File: config.mk
export PLATFORM = sky130hd
export DESIGN_NAME = intersection_phase_scheduler
export DESIGN_NICKNAME = d
export VERILOG_FILES = /design/src/rtl/intersection_phase_scheduler.sv
export SDC_FILE = /design/constraint.sdc
export NUM_CORES = 1
export LEC_CHECK = 0
export CAP_MARGIN = 20
export CORE_MARGIN = 1
export CORE_UTILIZATION = 51
export DETAILED_ROUTE_END_ITERATION = 10
export PLACE_DENSITY = 0.87
export SLEW_MARGIN = 20
export SYNTH_ARGS = -nofsm -noshare
export SYNTH_HDL_FRONTEND = slang
export SYNTH_SLANG_ARGS = --single-unit
File: constraint.sdc
create_clock -name clk -period 2.85 [get_ports clk]
set_input_delay 0.57 -clock clk [delete_from_list [all_inputs] [get_ports clk]]
set_output_delay 0.57 -clock clk [all_outputs]
set_load 0.02 [all_outputs]
File: src/rtl/intersection_phase_scheduler.sv
// Two-street intersection sequencer: actuated greens with gap-out/max-out,
// latched pedestrian service and a flash mode entered only through all-red.
module intersection_phase_scheduler #(
  parameter int GREEN_MIN = 5,
  parameter int GREEN_MAX = 20,
  parameter int YELLOW_T  = 3,
  parameter int ALLRED_T  = 1,
  parameter int CNT_W     = 5
) (
  input  logic             clk,
  input  logic             rst,
  input  logic             tick,
  input  logic             sensor_a,
  input  logic             sensor_b,
  input  logic             ped_req_a,
  input  logic             ped_req_b,
  input  logic             flash,
  output logic [2:0]       street_a,
  output logic [2:0]       street_b,
  output logic             ped_walk_a,
  output logic             ped_walk_b,
  output logic [2:0]       phase,
  output logic [CNT_W-1:0] remaining
);

  typedef enum logic [2:0] {
    ALLRED_A = 3'd0,
    GREEN_A  = 3'd1,
    YELLOW_A = 3'd2,
    ALLRED_B = 3'd3,
    GREEN_B  = 3'd4,
    YELLOW_B = 3'd5,
    FLASH    = 3'd6
  } phase_e;

  localparam logic [2:0] LAMP_RED = 3'b100;
  localparam logic [2:0] LAMP_YEL = 3'b010;
  localparam logic [2:0] LAMP_GRN = 3'b001;
  localparam logic [2:0] LAMP_OFF = 3'b000;

  localparam logic [CNT_W-1:0] GMIN = CNT_W'(GREEN_MIN);
  localparam logic [CNT_W-1:0] GMAX = CNT_W'(GREEN_MAX);
  localparam logic [CNT_W-1:0] YEL  = CNT_W'(YELLOW_T);
  localparam logic [CNT_W-1:0] ARED = CNT_W'(ALLRED_T);
  localparam logic [CNT_W-1:0] ONE  = CNT_W'(1);

  phase_e           phase_q, phase_d;
  logic [CNT_W-1:0] remaining_q, remaining_d;
  logic [CNT_W-1:0] elapsed_q, elapsed_d, elapsed_inc;
  logic             blink_q, blink_d;
  logic             latch_a_q, latch_a_d, latch_b_q, latch_b_d;
  logic             walk_a_q, walk_a_d, walk_b_q, walk_b_d;
  logic [2:0]       lamp_a_q, lamp_a_d, lamp_b_q, lamp_b_d;
  logic             leave_a, leave_b;

  assign elapsed_inc = (elapsed_q >= GMAX) ? GMAX : elapsed_q + ONE;

  // Green exit uses the opposing street's latch as it stood before this cycle.
  assign leave_a = flash
                 || (elapsed_inc >= GMIN && (sensor_b || latch_b_q) && !sensor_a)
                 || (elapsed_inc >= GMAX && (sensor_b || latch_b_q));
  assign leave_b = flash
                 || (elapsed_inc >= GMIN && (sensor_a || latch_a_q) && !sensor_b)
                 || (elapsed_inc >= GMAX && (sensor_a || latch_a_q));

  always_comb begin
    // NOTE: every always_comb target gets a default first so no latch is inferred.
    phase_d     = phase_q;
    remaining_d = remaining_q;
    elapsed_d   = elapsed_q;
    blink_d     = blink_q;
    latch_a_d   = latch_a_q | ped_req_a;
    latch_b_d   = latch_b_q | ped_req_b;
    walk_a_d    = walk_a_q;
    walk_b_d    = walk_b_q;

    if (tick) begin
      case (phase_q)
        ALLRED_A, ALLRED_B: begin
          if (remaining_q <= ONE) begin
            if (flash)                 phase_d = FLASH;
            else if (phase_q == ALLRED_A) phase_d = GREEN_A;
            else                       phase_d = GREEN_B;
          end else begin
            remaining_d = remaining_q - ONE;
          end
        end
        GREEN_A, GREEN_B: begin
          if ((phase_q == GREEN_A) ? leave_a : leave_b) begin
            phase_d = (phase_q == GREEN_A) ? YELLOW_A : YELLOW_B;
          end else begin
            elapsed_d   = elapsed_inc;
            remaining_d = GMAX - elapsed_inc;
          end
        end
        YELLOW_A, YELLOW_B: begin
          if (remaining_q <= ONE) phase_d = (phase_q == YELLOW_A) ? ALLRED_B : ALLRED_A;
          else                    remaining_d = remaining_q - ONE;
        end
        FLASH: begin
          if (!flash) phase_d = ALLRED_A;
          else        blink_d = ~blink_q;
        end
        default: phase_d = ALLRED_A;
      endcase
    end

    // Entry actions; a same-cycle button press both stays latched and lights walk.
    if (phase_d != phase_q) begin
      case (phase_d)
        ALLRED_A, ALLRED_B: remaining_d = ARED;
        GREEN_A: begin
          elapsed_d   = '0;
          remaining_d = GMAX;
          walk_a_d    = latch_a_q | ped_req_a;
          latch_a_d   = ped_req_a;
        end
        GREEN_B: begin
          elapsed_d   = '0;
          remaining_d = GMAX;
          walk_b_d    = latch_b_q | ped_req_b;
          latch_b_d   = ped_req_b;
        end
        YELLOW_A: begin
          remaining_d = YEL;
          walk_a_d    = 1'b0;
        end
        YELLOW_B: begin
          remaining_d = YEL;
          walk_b_d    = 1'b0;
        end
        FLASH: begin
          remaining_d = '0;
          blink_d     = 1'b0;
        end
        default: ;
      endcase
    end
  end

  always_comb begin
    lamp_a_d = LAMP_RED;
    lamp_b_d = LAMP_RED;
    case (phase_d)
      GREEN_A:  lamp_a_d = LAMP_GRN;
      YELLOW_A: lamp_a_d = LAMP_YEL;
      GREEN_B:  lamp_b_d = LAMP_GRN;
      YELLOW_B: lamp_b_d = LAMP_YEL;
      FLASH: begin
        lamp_a_d = blink_d ? LAMP_YEL : LAMP_OFF;
        lamp_b_d = blink_d ? LAMP_RED : LAMP_OFF;
      end
      default: ;
    endcase
  end

  always_ff @(posedge clk or posedge rst) begin
    if (rst) begin
      phase_q     <= ALLRED_A;
      remaining_q <= ARED;
      elapsed_q   <= '0;
      blink_q     <= 1'b0;
      latch_a_q   <= 1'b0;
      latch_b_q   <= 1'b0;
      walk_a_q    <= 1'b0;
      walk_b_q    <= 1'b0;
      lamp_a_q    <= LAMP_RED;
      lamp_b_q    <= LAMP_RED;
    end else begin
      // NOTE: sequential state uses non-blocking assignments so all registers update together.
      phase_q     <= phase_d;
      remaining_q <= remaining_d;
      elapsed_q   <= elapsed_d;
      blink_q     <= blink_d;
      latch_a_q   <= latch_a_d;
      latch_b_q   <= latch_b_d;
      walk_a_q    <= walk_a_d;
      walk_b_q    <= walk_b_d;
      lamp_a_q    <= lamp_a_d;
      lamp_b_q    <= lamp_b_d;
    end
  end

  assign street_a   = lamp_a_q;
  assign street_b   = lamp_b_q;
  assign ped_walk_a = walk_a_q;
  assign ped_walk_b = walk_b_q;
  assign phase      = phase_q;
  assign remaining  = remaining_q;

endmodule

Word-level counts from Yosys, hierarchy flattened. Cells that the tools add are included. W data, S select, Z words.

Input port bits: 8. Word-level logic and storage cells: 98. Output and inout bits: 16. Flip-flop bits (word level): 24.

Reductions and logical operators: 27. Equal/unequal tests: 13. Add/subtract/negate cells: 3. $lt $le $gt $ge: 4. Bitwise logic cells: 3. Multiplexer cells: 38.

Operator list (number): $mux W5 (10); $mux W3 (9); $pmux W5 S4 (1); $eq A3 B3 Y1 const B (6); $pmux W3 S3 (2); $eq A3 B2 Y1 const B (4); $pmux W3 S4 (1); $reduce_or A2 Y1 (6); $ge A5 B5 Y1 const B (2); $mux W1 (10); $pmux W5 S2 (1); $eq A3 B1 Y1 const B (2); $logic_and A1 B1 Y1 (6); $logic_not A3 Y1 (2); $logic_or A1 B1 Y1 (6); $add A5 B1 Y5 const B (1); $ge A5 B3 Y1 const B (1); $le A5 B1 Y1 const B (1); $sub A5 B1 Y5 const B (1); $sub A5 B5 Y5 const A (1); $mux W2 (2); $pmux W1 S2 (2); $reduce_and A2 Y1 (2); $reduce_bool A2 Y1 (2); other kinds (5) (7).

Longest topological paths before layout. Gate-level depths: netlist (run 1).

Word-level depth: 16. Depth in mapped cells: 13. Gate-level depth less buffers: 13.

Worst setup path before layout (run 1). OpenSTA, ideal clock, no wires.

Path type: flip-flop to flip-flop. From: register elapsed_q[2]. To: register remaining_q[2], in the netlist remaining[2]. Stages on the path, launching flop included: 13. Library setup time: 0.132 ns. Period minus slack after synthesis: 3.025 ns. Required time: 2.718 ns. Arrival time: 2.893 ns. Slack: -0.175 ns. Buffers on the path: 2. Cell sequence: dfrtp_1 clkbuf_8 o21ai_0 nand2_1 ha_1 mux2_4 a221o_1 o21a_1 or3_4 a211o_1 buf_6 a311oi_1 mux2i_1.

Word-level cells in the longest chain between the ends: 15. Elaborated cells on any way between the ends: 36. Classes of those cells: 2 x add/sub; 3 x order compare; 7 x eq/ne; 10 x mux; 14 x reduce/logical.

Ends and longest elaborated chain: start: declaration (line 49) `logic [CNT_W-1:0] elapsed_q, elapsed_d, elapsed_inc;`; start signal: assignment (line 173) `elapsed_q <= elapsed_d;`; $add A5 B1 Y5 / $ge A5 B5 Y1 (equally long branches) (line 56) `assign elapsed_inc = (elapsed_q >= GMAX) ? GMAX : elapsed_q + ONE;`; $mux W5 (*) (line 56); $ge A5 B3 Y1 (line 60, 63); $logic_and A1 B1 Y1 (on tied branches) (2 in a row) (line 63, 60); $logic_or A1 B1 Y1 (on tied branches) (line 63, 60); $logic_or A1 B1 Y1 (on tied branches) (line 64, 61); $mux W1 (line 89) `if ((phase_q == GREEN_A) ? leave_a : leave_b) begin`; $mux W3 (line 89); $pmux W3 S4 (line 78) `case (phase_q)`; $mux W3 (line 77) `if (tick) begin`; $eq A3 B3 Y1 (tied with other cells) (line 110) `case (phase_d)`; $reduce_or A2 Y1 (on tied branches); $pmux W5 S4 (line 110); $mux W5 (*) (line 109) `if (phase_d != phase_q) begin`; net remaining_d[2] (line 48) `logic [CNT_W-1:0] remaining_q, remaining_d;`; end signal: assignment (line 172) `remaining_q <= remaining_d;`; end: declaration (line 48).

The timed path passes the listed nets; every way through them passes the cells marked *. A chain may end at the register's enable or synchronous reset.

Final worst setup path (run 1).
From: register elapsed_q[1]. To: register walk_b_q, in the netlist ped_walk_b.

Word-level cells in the longest chain between the ends: 14. Elaborated cells on any way between the ends: 25. Classes of those cells: 1 x add/sub; 3 x order compare; 3 x eq/ne; 6 x mux; 12 x reduce/logical.

Ends and longest elaborated chain: $add A5 B1 Y5 / $ge A5 B5 Y1 (equally long branches) (line 56); $mux W5 (*) (line 56); $ge A5 B3 Y1 (line 60, 63); $logic_and A1 B1 Y1 (on tied branches) (2 in a row) (line 63, 60); $logic_or A1 B1 Y1 (on tied branches) (line 63, 60); $logic_or A1 B1 Y1 (on tied branches) (line 64, 61); $mux W1 (*) (line 89); $mux W3 (*) (line 89); $pmux W3 S4 (*) (line 78); $mux W3 (*) (line 77); $eq A3 B3 Y1 (line 110); $reduce_bool A2 Y1 (no line); $reduce_and A2 Y1 (no line); end signal: assignment (line 178) `walk_b_q <= walk_b_d;`; end: declaration (line 52) `logic walk_a_q, walk_a_d, walk_b_q, walk_b_d;`.

Every way passes the cells marked *; elsewhere a longest branch is shown, timed or not.

==> results of run 1 <==
[power breakdown]
group	internal, W	switching, W	total, W
Sequential	0.000410	0.0000914	0.000501
Clock	0.000188	0.000123	0.000311
Combinational	0.000547	0.000587	0.00113
[cells in the mapped netlist (2+ instances only)]
| library cell | instances |
|---|---|
| o21ai_1 | 3 |
| a21oi_1 | 13 |
| a211o_1 | 4 |
| xor2_1 | 2 |
| dfrtp_1 | 21 |
| clkbuf_8 | 2 |
| a21boi_0 | 2 |
| nor3_1 | 8 |
| ha_1 | 6 |
| clkbuf_1 | 2 |
| xnor2_1 | 4 |
| buf_6 | 4 |
| nor2_1 | 34 |
| buf_2 | 2 |
| o211a_1 | 2 |
| a31oi_1 | 6 |
| inv_1 | 12 |
| or3_4 | 2 |
| o21ai_0 | 14 |
| o21a_1 | 5 |
| dfstp_2 | 3 |
| nor2b_1 | 6 |
| mux2i_1 | 5 |
| o21bai_1 | 3 |
| nand3_1 | 7 |
| nand2b_1 | 4 |
| mux2_4 | 2 |
| nand2_1 | 14 |
| o31a_1 | 2 |
| o211ai_1 | 5 |
[state kept, by name, indices dropped and copies added, names as in the netlist]
| register | flops |
|---|---|
| street_a | 3 |
| remaining | 5 |
| elapsed_q | 5 |
| street_b | 3 |
| latch_b_q | 1 |
| ped_walk_a | 1 |
| latch_a_q | 1 |
| phase | 3 |
| ped_walk_b | 1 |
| blink_q | 1 |
[through the flow]
| step | cell area (um2) | power [W] | cells | TNS [ns] |
|---|---|---|---|---|
| after detailed placement | 2470 | 0.00134 | 330 | -2.14 |
| after floorplan | 2000 | 0.00102 | 235 | -0.159 |
| after global routing | 3010 | 0.00202 | 349 | -6.78 |
| after global placement | 2470 | 0.00132 | 330 | -0.722 |
| after CTS | 2810 | 0.00176 | 344 | -1.78 |
| final | 3010 | 0.00195 | 349 | -5.19 |
[layout make-up]
class	instances	area, um2
clock buffers	3	41.3
clock inverters	1	30.0
fillers	206	679
inverters	13	51.3
multi-input cells	186	1530
flip-flops and latches	24	604
well taps	48	60.1
repair buffers	74	692
[per-layer routing]
layer  vias to the layer above  routed length, um  share of wire (%)
li1                        977                  -                  -
met1                      1100               2820                 37
met2                       196               3910                 51
met3                        45                679                8.8
met4                         0                311                4.0
met5                         -                  0                  0
[worst max path at each step]
stage	from	cells past startpoint	end	slack (ns)
global route	elapsed_q[1]$_DFF_PP0_	13	elapsed_q[2]$_DFF_PP0_	-0.41
global placement	elapsed_q[0]$_DFF_PP0_	13	elapsed_q[4]$_DFF_PP0_	-0.08
finish	elapsed_q[1]$_DFF_PP0_	14	ped_walk_b$_DFFE_PP0P_	-0.37
CTS	elapsed_q[1]$_DFF_PP0_	13	elapsed_q[2]$_DFF_PP0_	-0.18
detailed placement	elapsed_q[1]$_DFF_PP0_	13	remaining[2]$_DFF_PP0_	-0.20
floorplan	elapsed_q[0]$_DFF_PP0_	12	remaining[2]$_DFF_PP0_	-0.09
[kinds of logic after synthesis]
family	synth area share [%]
adders and majority gates	4.31
xor gates and xnor gates	2.66
buffers and inverters	7.98
AOI/OAI and AO/OA	27.8
muxes	4.63
and+or+nand+nor	22.1
DFF	30.6
[critical path, cell delays in order (launching register included)]
cell and delay (ns):
dfrtp_1 0.42, inv_2 0.07, ha_4 0.29, nand2_4 0.06
ha_4 0.17, mux2_4 0.27, a221o_1 0.36, o21a_1 0.24
buf_4 0.14, o21ai_0 0.23, a21oi_2 0.12, o21ai_4 0.26
buf_6 0.15, nor2_4 0.04, mux2_4 0.30
[timing repair]
item,in CTS,in global routing
cloned,1,0
gates resized for setup,43,30
setup buffers,9,5
pin swaps,25,15
endpoints found under the hold margin,0,0
setup endpoints to repair,21,22
==> run_results.csv, run 1 <==
group,metric,value,unit
sta,timing.final.hold_violations,0,
clocking,clk_path_buf_depth,2,
synthesis,postSynthCellCount,235,
sta,slew_headroom,64.6,%
flow_run,maxCapViolations,0,
power,ir_drop,0.407,mV
finish,final_common_cell,"buf_4",
route,drc_errors,0,
sta,final.setup.worst_slack,-0.370,ns
hold_path,hold-path-endpoint,"ped_walk_b$_DFFE_PP0P_",
route,wl_per_cell,22.1,um
synthesis,synth-edff-count,0,
synthesis,async_flop_share,100,%
global_route,gr-usage-met2,56.8,%
synthesis,yosys-top-cells-area,"dfrtp_1 27%, nor2_1 6.5%, dfstp_2 4.0%, ha_1 3.8%, o21ai_0 3.5%",
critical_path,rrSetupSlack,-0.37,ns
critical_path,r2r-start,"elapsed_q[1]$_DFF_PP0_",
synthesis,yosys.area.top_type,"dfrtp_1",
critical_path,reg2regPathDepth,14,
finish,num_antenna_cells,0,
clocking,htreeDepth,1,
placed_design,gp_congestion,0.935,
global_route,grtUsageMet3,4.11,%
finish,utilization,81.6,%
global_route,grt_pass1_vias,2075,
route,antenna_left,0,
finish,mostFrequentLayoutCells,"39 x buf_4, 24 x nor2_1, 23 x clkdlybuf4s50_1",
die,die_w,64.2,um
finish,nNetsFinal,316,
synthesis,synth-seq-cells,24,
synthesis,syn_nets,249,
critical_path,arrival,3.39,ns
global_route,grt_max_degree,25,
route,wl,7.73,mm
route,first_pass_iters,5,
clocking,clkTransAtPathRegs,0.10,ns
synthesis,syn_area_per_cell,8.40,um2
sta,period_needed,3.22,ns
synthesis,synth_cell_types,66,
global_route,grt-ovfl-total,0,
sta,timing.hold.ws,0.565,ns
hold_path,hold_start,"ped_walk_b$_DFFE_PP0P_",
clocking,cts_root_buf,"clkbuf_8",
route,vias_per_cell,6.64,
global_route,grt_pass1_wl,10.4,mm
global_route,busiest_layer,"met2",
sta,period_share,113,%
route,first_iter_violations,331,
die,start_util,53.5,%
critical_path,end_kind,"flop",
sta,worst_pin_slew,0.532,ns
critical_path,path_max_fanout,4,
critical_path,worst-setup-path-type,"reg -> reg",
power,p_per_area,647,nW/um2
die,rows,22,
route,vias,2318,
hold_path,hp-class,"reg -> reg",
clocking,clock_latency,0.28,ns
sta,rsz0062_at_grt,"yes",
clocking,cts_tree,"built",
clocking,cts.sinks,24,
power,p_leak,1.28,nW
sta,fin_skew,0.0105,ns
die,coreArea,3690,um2
sta,timing.fmax,0.311,GHz
synthesis,yosys_most_used_dff,"dfrtp_1",
synthesis,synth_area,1970,um2
placed_design,portBuffers,23,
critical_path,r2r_end,"ped_walk_b$_DFFE_PP0P_",
die,die-area,4120,um2
global_route,grt_use_met1,43.0,%
synthesis,ys_seq_area_share,30.6,%
die,top_level_ports,24,
placed_design,place_hpwl,3.91,mm
critical_path,critPathRequiredTime,3.02,ns
synthesis,yosysWarnings,0,
sta,finalSetupViolCount,22,
run_status,status,"finished with violations",
clocking,numCtsBuffers,3,
finish,layout-drive-gt1-share,40.9,%
hold_path,hold_depth,1,
die,dieHeight,64.2,um
critical_path,cp-start-kind,"flop",
finish,area_delta_synth_final,52.4,%
synthesis,yosysTopAreaCellShare,26.6,%
run_status,violations,"negative setup slack",
clocking,holdBufCountCts,0,
global_route,antenna_found_initial,0,
placed_design,place_ws,-0.202,ns
sta,drv_slew,0,
global_route,grt_use_total,33.0,%
Power figures use the tool's default switching activity.
==> inputs of run 2 (changes only) <==
Settings changed: CELL_PAD_IN_SITES_DETAIL_PLACEMENT from default to 1, CELL_PAD_IN_SITES_GLOBAL_PLACEMENT from default to 2, CORE_MARGIN 1 to default, CORE_UTILIZATION 51 to 30, PLACE_DENSITY 0.87 to 0.85.
==> run_results.csv, run 2 (synthesis results as in run 1) <==
group,metric,value,unit
run_status,status,"finished with violations",
run_status,violations,"negative setup slack",
finish,final_area,2920,um2
critical_path,rrSetupSlack,-0.19,ns
critical_path,crit_chain,"inv_2 -> ha_4 -> nand2_4 -> ha_4 -> mux2_4 -> a221o_1 -> o21a_1 -> or3_4 -> a211o_4 -> buf_12 -> mux2i_2 -> nor2_1",
critical_path,r2r_end,"elapsed_q[3]$_DFF_PP0_",
critical_path,end_kind,"flop",
sta,fin_skew,0.00102,ns
global_route,grt_use_total,18.9,%
flow_run,maxCapViolations,0,
sta,worst_pin_slew,0.588,ns
critical_path,cp_slowest_stage_delay,0.43,ns
sta,finalSetupViolCount,16,
die,rows,29,
finish,nNetsFinal,322,
clocking,cts_tree,"built",
sta,period_share,107,%
die,die_w,83.1,um
global_route,grt-ovfl-total,0,
critical_path,r2r-start,"elapsed_q[1]$_DFF_PP0_",
power,p_leak,1.26,nW
route,vias_per_cell,5.36,
placed_design,placed_area,2630,um2
route,drc_errors,0,
sta,final.setup.worst_slack,-0.190,ns
die,coreArea,6350,um2
finish,layout-drive-gt1-share,37.5,%
clocking,clkTransAtPathRegs,0.09,ns
sta,timing.final.hold_violations,0,
critical_path,crit_top_cell,"ha_4",
finish,final_common_cell,"buf_4",
route,vias,2057,
power,ir_drop,0.351,mV
route,wl_per_cell,17.2,um
critical_path,worst-setup-path-type,"reg -> reg",
critical_path,cp-start-kind,"flop",
critical_path,cp_slowest_cell,"dfrtp_1",
sta,drv_slew,0,
global_route,grt_pass1_vias,2138,
die,top_level_ports,24,
global_route,antenna_found_initial,0,
placed_design,place_ws,-0.267,ns
clocking,cts.sinks,24,
critical_path,reg2regPathDepth,12,
clocking,holdBufCountCts,0,
power,p_per_area,640,nW/um2
placed_design,place_hpwl,4.83,mm
finish,mostFrequentLayoutCells,"49 x buf_4, 28 x nor2_1, 23 x clkdlybuf4s50_1",
route,wl,6.61,mm
critical_path,critPathRequiredTime,3.02,ns
hold_path,hold_start,"ped_walk_a$_DFFE_PP0P_",
placed_design,portBuffers,23,
route,antenna_left,0,
global_route,grt_max_degree,25,
critical_path,arrival,3.21,ns
finish,utilization,46.0,%
sta,rsz0062_at_grt,"yes",
sta,period_needed,3.04,ns
hold_path,hp-class,"reg -> reg",
hold_path,hold_depth,1,
hold_path,hold-path-endpoint,"ped_walk_a$_DFFE_PP0P_",
sta,slew_headroom,60.8,%
sta,timing.hold.ws,0.545,ns
clocking,clk_path_buf_depth,2,
finish,area_delta_synth_final,48.0,%
route,first_iter_violations,44,
die,dieHeight,83.1,um
route,first_pass_iters,4,
critical_path,startpoint,"elapsed_q[1]$_DFF_PP0_",
critical_path,critPathTopFamily,"compound AO/OA/AOI/OAI gates",
sta,setup-tns-final,-1.99,ns
clocking,htreeDepth,1,
die,start_util,31.1,%
critical_path,critPathBufInv,2,
placed_design,gp_congestion,0.858,
clocking,clock_latency,0.27,ns
finish,num_antenna_cells,0,
sta,timing.fmax,0.329,GHz
critical_path,path_max_fanout,6,
die,die-area,6910,um2
clocking,cts_root_buf,"clkbuf_8",
global_route,grt_pass1_wl,10.6,mm
clocking,numCtsBuffers,3,
critical_path,crit_cells,12,
==> run 2: cell types whose count changed in the layout (fill, tap and decap cells not counted), sizes merged <==
| cell | previous run | this run |
|---|---|---|
| buf | 51 | 57 |
==> run 2: power by group <==
part	internal (W)	leakage [nW]	total, W	switching, W
registers	0.000409	0.295	0.000466	0.0000570
logic	0.000548	0.932	0.00110	0.000548
clock network	0.000188	0.0357	0.000309	0.000121
==> run 2: how the worst max path moves through the flow <==
| stage | end | slack (ns) |
|---|---|---|
| after detailed placement | remaining[2]$_DFF_PP0_ | -0.27 |
| after global placement | remaining[2]$_DFF_PP0_ | -0.32 |
| after global routing | elapsed_q[3]$_DFF_PP0_ | -0.29 |
| final | elapsed_q[3]$_DFF_PP0_ | -0.19 |
| after CTS | elapsed_q[2]$_DFF_PP0_ | -0.18 |
| after floorplan | remaining[2]$_DFF_PP0_ | -0.09 |
==> run 2: timing repair <==
action / 4_1_cts / 5_1_grt
pin swaps: 9 / 7
setup endpoints to repair: 21 / 21
resized for setup: 34 / 14
gates cloned: 0 / 0
setup buffers: 3 / 2
==> run 2: per-layer routing <==
metal	up-vias	part of all wire [%]	track usage [%]
met5	-	0	0
met4	0	1.2	5.02
met3	7	1.7	1.49
met2	29	52	33.2
met1	1031	45	24.9
li1	990	-	-
==> run 2: stage by stage <==
stage               power (W)  instances
floorplan             0.00102        235
global placement      0.00141        375
detailed placement    0.00144        375
CTS                   0.00185        382
global route          0.00199        384
finish                0.00187        384
==> run 2: area by class of cell <==
| type | instances | area (um2) |
|---|---|---|
| Fill cell | 734 | 3430 |
| Multi-Input combinational cell | 186 | 1410 |
| Timing Repair Buffer | 80 | 697 |
| Sequential cell | 24 | 604 |
| Tap cell | 77 | 96.3 |
| Inverter | 13 | 48.8 |
| Clock buffer | 3 | 41.3 |
| Clock inverter | 1 | 30.0 |
==> variant 1: new RTL, flow settings as in run 2 <==
Remove the case item `YELLOW_A, YELLOW_B` of the case on `phase_q`.
--- a/src/rtl/intersection_phase_scheduler.sv
+++ b/src/rtl/intersection_phase_scheduler.sv
@@ -93,10 +93,6 @@
             remaining_d = GMAX - elapsed_inc;
           end
         end
-        YELLOW_A, YELLOW_B: begin
-          if (remaining_q <= ONE) phase_d = (phase_q == YELLOW_A) ? ALLRED_B : ALLRED_A;
-          else                    remaining_d = remaining_q - ONE;
-        end
         FLASH: begin
           if (!flash) phase_d = ALLRED_A;
           else        blink_d = ~blink_q;
Behaviour: not the same (a bounded check fails within 4 cycles, from zero or initial values and one cycle with rst high).
==> variant 1 against run 2 <==
The run still ends with negative setup slack left; first-iteration DRC count rose to 2.8 times the old value; synthesized cell count shrank 0.43%; sequential cell count stayed put; hold slack got worse by 14 ps; combinational power increased by 96%; final area grew 0.13%; power increased by 63%; routed wire length up 4.0%; synthesized area grew 0.89%; setup slack improved by 150 ps; critical path type unchanged; largest cell class unchanged; largest power group unchanged; highest routed layer unchanged.
==> variant 1: results (changes against run 2) <==
vias per std cell 5.432 (was 5.357); CP delay by family, top simple AND/OR/NAND/NOR gates (was compound AO/OA/AOI/OAI gates); CP max FO 4 (was 6); vias 2037 (was 2057); WP data required 3010 ps (was 3020 ps); share of cells above drive strength 1 36.24% (was 37.46%); Total Routing Usage GR 19.83% (was 18.88%); Synth Warn # 0 (unchanged); slew at the pin with the worst max-slew slack 557.6 ps (was 587.8 ps); CP max-delay cell or4_4 (was dfrtp_1); outcome complete, but fails checks (unchanged); HPWL Detailed 4861 µm (was 4827 µm); Cells after DPL 369 (was 375); Flop pwr share 19.3% (was 24.9%); DRT iter0 DRCs 125 (was 44); WL met3 189 µm (was 113 µm); total routed wirelength 6866 µm (was 6605 µm); fill count 745 (was 734); DR WL met2 3332 µm (was 3416 µm); Seq/Total Area, Yosys 30.34% (was 30.61%); Final Skew 6.640 ps (was 1.016 ps); design internal power 1.677 mW (was 1.146 mW); setup violators final 1 (was 16); nets@finish 313 (was 322); max incr delay on CP 450 ps (was 430 ps); Syn Nets 248 (was 249); Worst Setup Slack, final -38.71 ps (was -190.0 ps); P_leak 1.226 nW (was 1.263 nW); top cells by area, synth dfrtp_1, nor2_1, mux2i_1, dfstp_2, ha_1 (was dfrtp_1, nor2_1, dfstp_2, ha_1, o21ai_0); Power Dens Cells 1044 nW/µm² (was 640.5 nW/µm²); first-pass GRT wire length 10870 µm (was 10580 µm); failing checks negative setup slack (unchanged); Commonest cells post-synth nor2_1, dfrtp_1, nand2_1, inv_1 (was nor2_1, dfrtp_1, nand2_1, o21ai_0, a21oi_1)
variant 1: final cells by class:
type	instances	area (µm²)	share of cell area [%]
clock buffer	3	41.29	1.411
multi-input combinational	179	1443	49.29
sequential	24	604.3	20.65
clock inverter	1	30.03	1.026
tap	77	96.34	3.292
inverter	18	67.56	2.309
timing repair buffer	73	644.4	22.02
variant 1: per-stage QoR:
| stage | setup slack [ps] | area [µm²] | setup TNS, ps | utilization [%] |
|---|---|---|---|---|
| 5_1_grt | -150.2 | 2927 | -980.7 | 45.83 |
| 3_5_place_dp | -150.5 | 2618 | -1118 | 40.99 |
| 3_3_place_gp | -112.8 | 2618 | -532.3 | 40.99 |
| 6_report | -38.71 | 2927 | -38.71 | 45.83 |
| 2_1_floorplan | 17.21 | 2006 | 0 | - |
| 4_1_cts | 0.1619 | 2799 | 0 | 43.83 |
variant 1: logic make-up after synthesis:
family,after synthesis,synth area share (%)
and+or+nand+nor,87,21.92
AOI/OAI and AO/OA,69,27.51
buffers and inverters,31,7.474
DFF,24,30.34
muxes,13,7.224
adders and majority gates,6,3.769
xor gates and xnor gates,4,1.759
variant 1: worst paths after layout:
check                               end  depth (start not counted)          from  slack (ps)
setup / recovery           remaining[2]                         12  elapsed_q[2]         -40
hold / removal               ped_walk_b                          2    ped_walk_b         530
setup reg to reg           remaining[2]                         12  elapsed_q[2]         -40
hold reg to reg              ped_walk_b                          2    ped_walk_b         530
max in group asynchronous  remaining[0]                          3           rst        1920
min in group asynchronous  elapsed_q[3]                          3           rst         630
variant 1: repair_timing:
action / in CTS / in global routing
endpoints found under the setup margin: 15 / 18
pin swaps: 6 / 5
buffers inserted: 2 / 0
resized for setup: 20 / 27
variant 1: layer usage:
metal,track usage (%),up-vias
li1,-,977
met1,25.62,1011
met2,32.12,38
met3,3.066,11
met4,10.17,0
met5,0,-
==> variant 2: new RTL, flow settings as in run 2 <==
Made on the original files. Set the parameter `CNT_W` to 10 (it was 5).
--- a/src/rtl/intersection_phase_scheduler.sv
+++ b/src/rtl/intersection_phase_scheduler.sv
@@ -5,7 +5,7 @@
   parameter int GREEN_MAX = 20,
   parameter int YELLOW_T  = 3,
   parameter int ALLRED_T  = 1,
-  parameter int CNT_W     = 5
+  parameter int CNT_W     = 10
 ) (
   input  logic             clk,
   input  logic             rst,
Interface: changed (resized remaining); port bits go from 24 to 29. No check against the original RTL was run, so the function may have changed too.
==> variant 2 against run 2 <==
The flow still finishes with violations (negative setup slack); final area rose by 32%; via count rose by 31%; synthesized area rose by 35%; hold slack got worse by 29 ps; routed wire length rose by 39%; sequential cell count rose by 10; power rose by 87%; core utilization rose by 0.067 points; setup slack got worse by 34 ps.
==> variant 2: results (changes against run 2) <==
outcome complete, but fails checks (unchanged); failing checks negative setup slack (unchanged); Root Buffer Master clkbuf_8 (unchanged); Seq/Total Area, Yosys 32.11% (was 30.61%); max incr delay on CP 420 ps; total routed wirelength 9197 µm (was 6605 µm); H-tree depth reported by CTS 2 (was 1); vias 2697 (was 2057); final core utilization 46.10% (was 46.03%); synthesized area per cell 8.783 µm² (was 8.402 µm²); CP max-delay cell dfrtp_1 (unchanged); Total Routing Usage GR 21.71% (was 18.88%); asr flop ratio synth 100.0% (unchanged); Final Skew 5.376 ps (was 1.016 ps); first-pass GRT wire length 14860 µm (was 10580 µm); hold path cells 2 (was 1); setup violators final 29 (was 16); Commonest cells post-synth dfrtp_1, nor2_1, nand2_1, a21oi_1, o21ai_0 (was nor2_1, dfrtp_1, nand2_1, o21ai_0, a21oi_1); Cells after DPL 484 (was 375); slew at the pin with the worst max-slew slack 538.4 ps (was 587.8 ps); P_leak 1.609 nW (was 1.263 nW); Clock Pin Slew Worst Setup and Hold Paths 80 ps; Worst R2R Path Depth 16 (was 12); HPWL Detailed 6525 µm (was 4827 µm); Syn Nets 318 (was 249); GP Congestion 0.8819 (was 0.8583); largest net degree at the start of global routing 35 (was 25); ant diodes 0 (unchanged); Setup TNS -4503 ps (was -1986 ps); Netlist cell types 76 (was 66); Worst-Skew Late Latency 300 ps (was 270 ps); DR pass1 iterations 4 (unchanged); share of cells above drive strength 1 38.94% (was 37.46%); Worst Setup Slack, final -223.9 ps (was -190.0 ps); top cells by area, synth dfrtp_1, nor2_1, a21oi_1, nand2_1, o21ai_0 (was dfrtp_1, nor2_1, dfstp_2, ha_1, o21ai_0); dpl cell area 3476 µm² (was 2625 µm²); CTS Buffer Depth 2 (unchanged); Worst Hold Class reg -> reg (unchanged); DRT iter0 DRCs 149 (was 44); CTS Buf Count 5 (was 3); worst vdd ir 0.3498 mV (was 0.3505 mV); nets@finish 412 (was 322); DRC Markers 0 (unchanged); fill count 975 (was 734); WP data arrival 3250 ps (was 3210 ps); CP max FO 12 (was 6); number of antenna violations at the first check in global routing 0 (unchanged); # port buffers 28 (was 23); Synth Warn # 0 (unchanged); vias per std cell 5.362 (was 5.357); Top FF cell, synth dfrtp_1 (unchanged)
## variant 2: cell count changes after synthesis, sizes merged, moves of 5 or more
cell,delta
or2,+5
nor3,+6
nor2,+7
a211oi,+6
dfrtp,+10
a21oi,+8
nand2,+12
a21o,+5
## variant 2: cell families after synthesis
logic type	count (synthesis)	synth area share [%]
multiplexers	5	1.975
buffers and inverters	30	5.970
adder cells (fa/ha/maj)	7	3.291
flip-flops	34	32.11
XOR/XNOR	12	3.949
AO/OA/AOI/OAI	95	27.55
AND/OR/NAND/NOR	120	25.15
## variant 2: repair_timing
| action | CTS | global route |
|---|---|---|
| pin swaps | 14 | 5 |
| setup endpoints to repair | 32 | 32 |
| gates resized for setup | 35 | 12 |
| buffers inserted | 8 | 3 |
## variant 2: power by group
group	total, mW	switching [mW]	internal, mW
Sequential	0.739	0.131	0.608
Clock	0.374	0.202	0.172
Combinational	2.40	1.27	1.12
Total	3.51	1.61	1.90
## variant 2: path summary, 6_finish.rpt
| kind | to | from | slack (ps) |
|---|---|---|---|
| setup / recovery | elapsed_q[2] | elapsed_q[8] | -220 |
| hold / removal | elapsed_q[7] | elapsed_q[7] | 520 |
| setup reg to reg | elapsed_q[2] | elapsed_q[8] | -220 |
| hold reg to reg | elapsed_q[7] | elapsed_q[7] | 520 |
| max in group asynchronous | remaining[0] | rst | 1820 |
| min in group asynchronous | street_b[0] | rst | 680 |
## variant 2: worst max-delay path: cells and delay by family, from the launching register on
kind	cells	cell delay, ps
adders and majority gates	1	150
and+or+nand+nor	7	1060
DFF	1	420
AOI/OAI and AO/OA	4	770
buffers and inverters	4	540
## variant 2: cell type report
class                      count  share of cell area (%)
multi-input combinational    239                   47.51
timing repair buffer         103                   23.22
sequential                    34                   22.12
tap                          105                   3.400
clock buffer                   6                   1.878
inverter                      14                   1.490
clock inverter                 2                  0.3886
## variant 2: metal layers
metal / routed length, µm / GRT usage (%) / vias to the layer above
met5: 0 / 0 / -
met1: 4165 / 28.05 / 1337
met2: 4550 / 36.58 / 55
li1: - / - / 1286
met4: 253 / 8.085 / 0
met3: 229 / 3.002 / 19
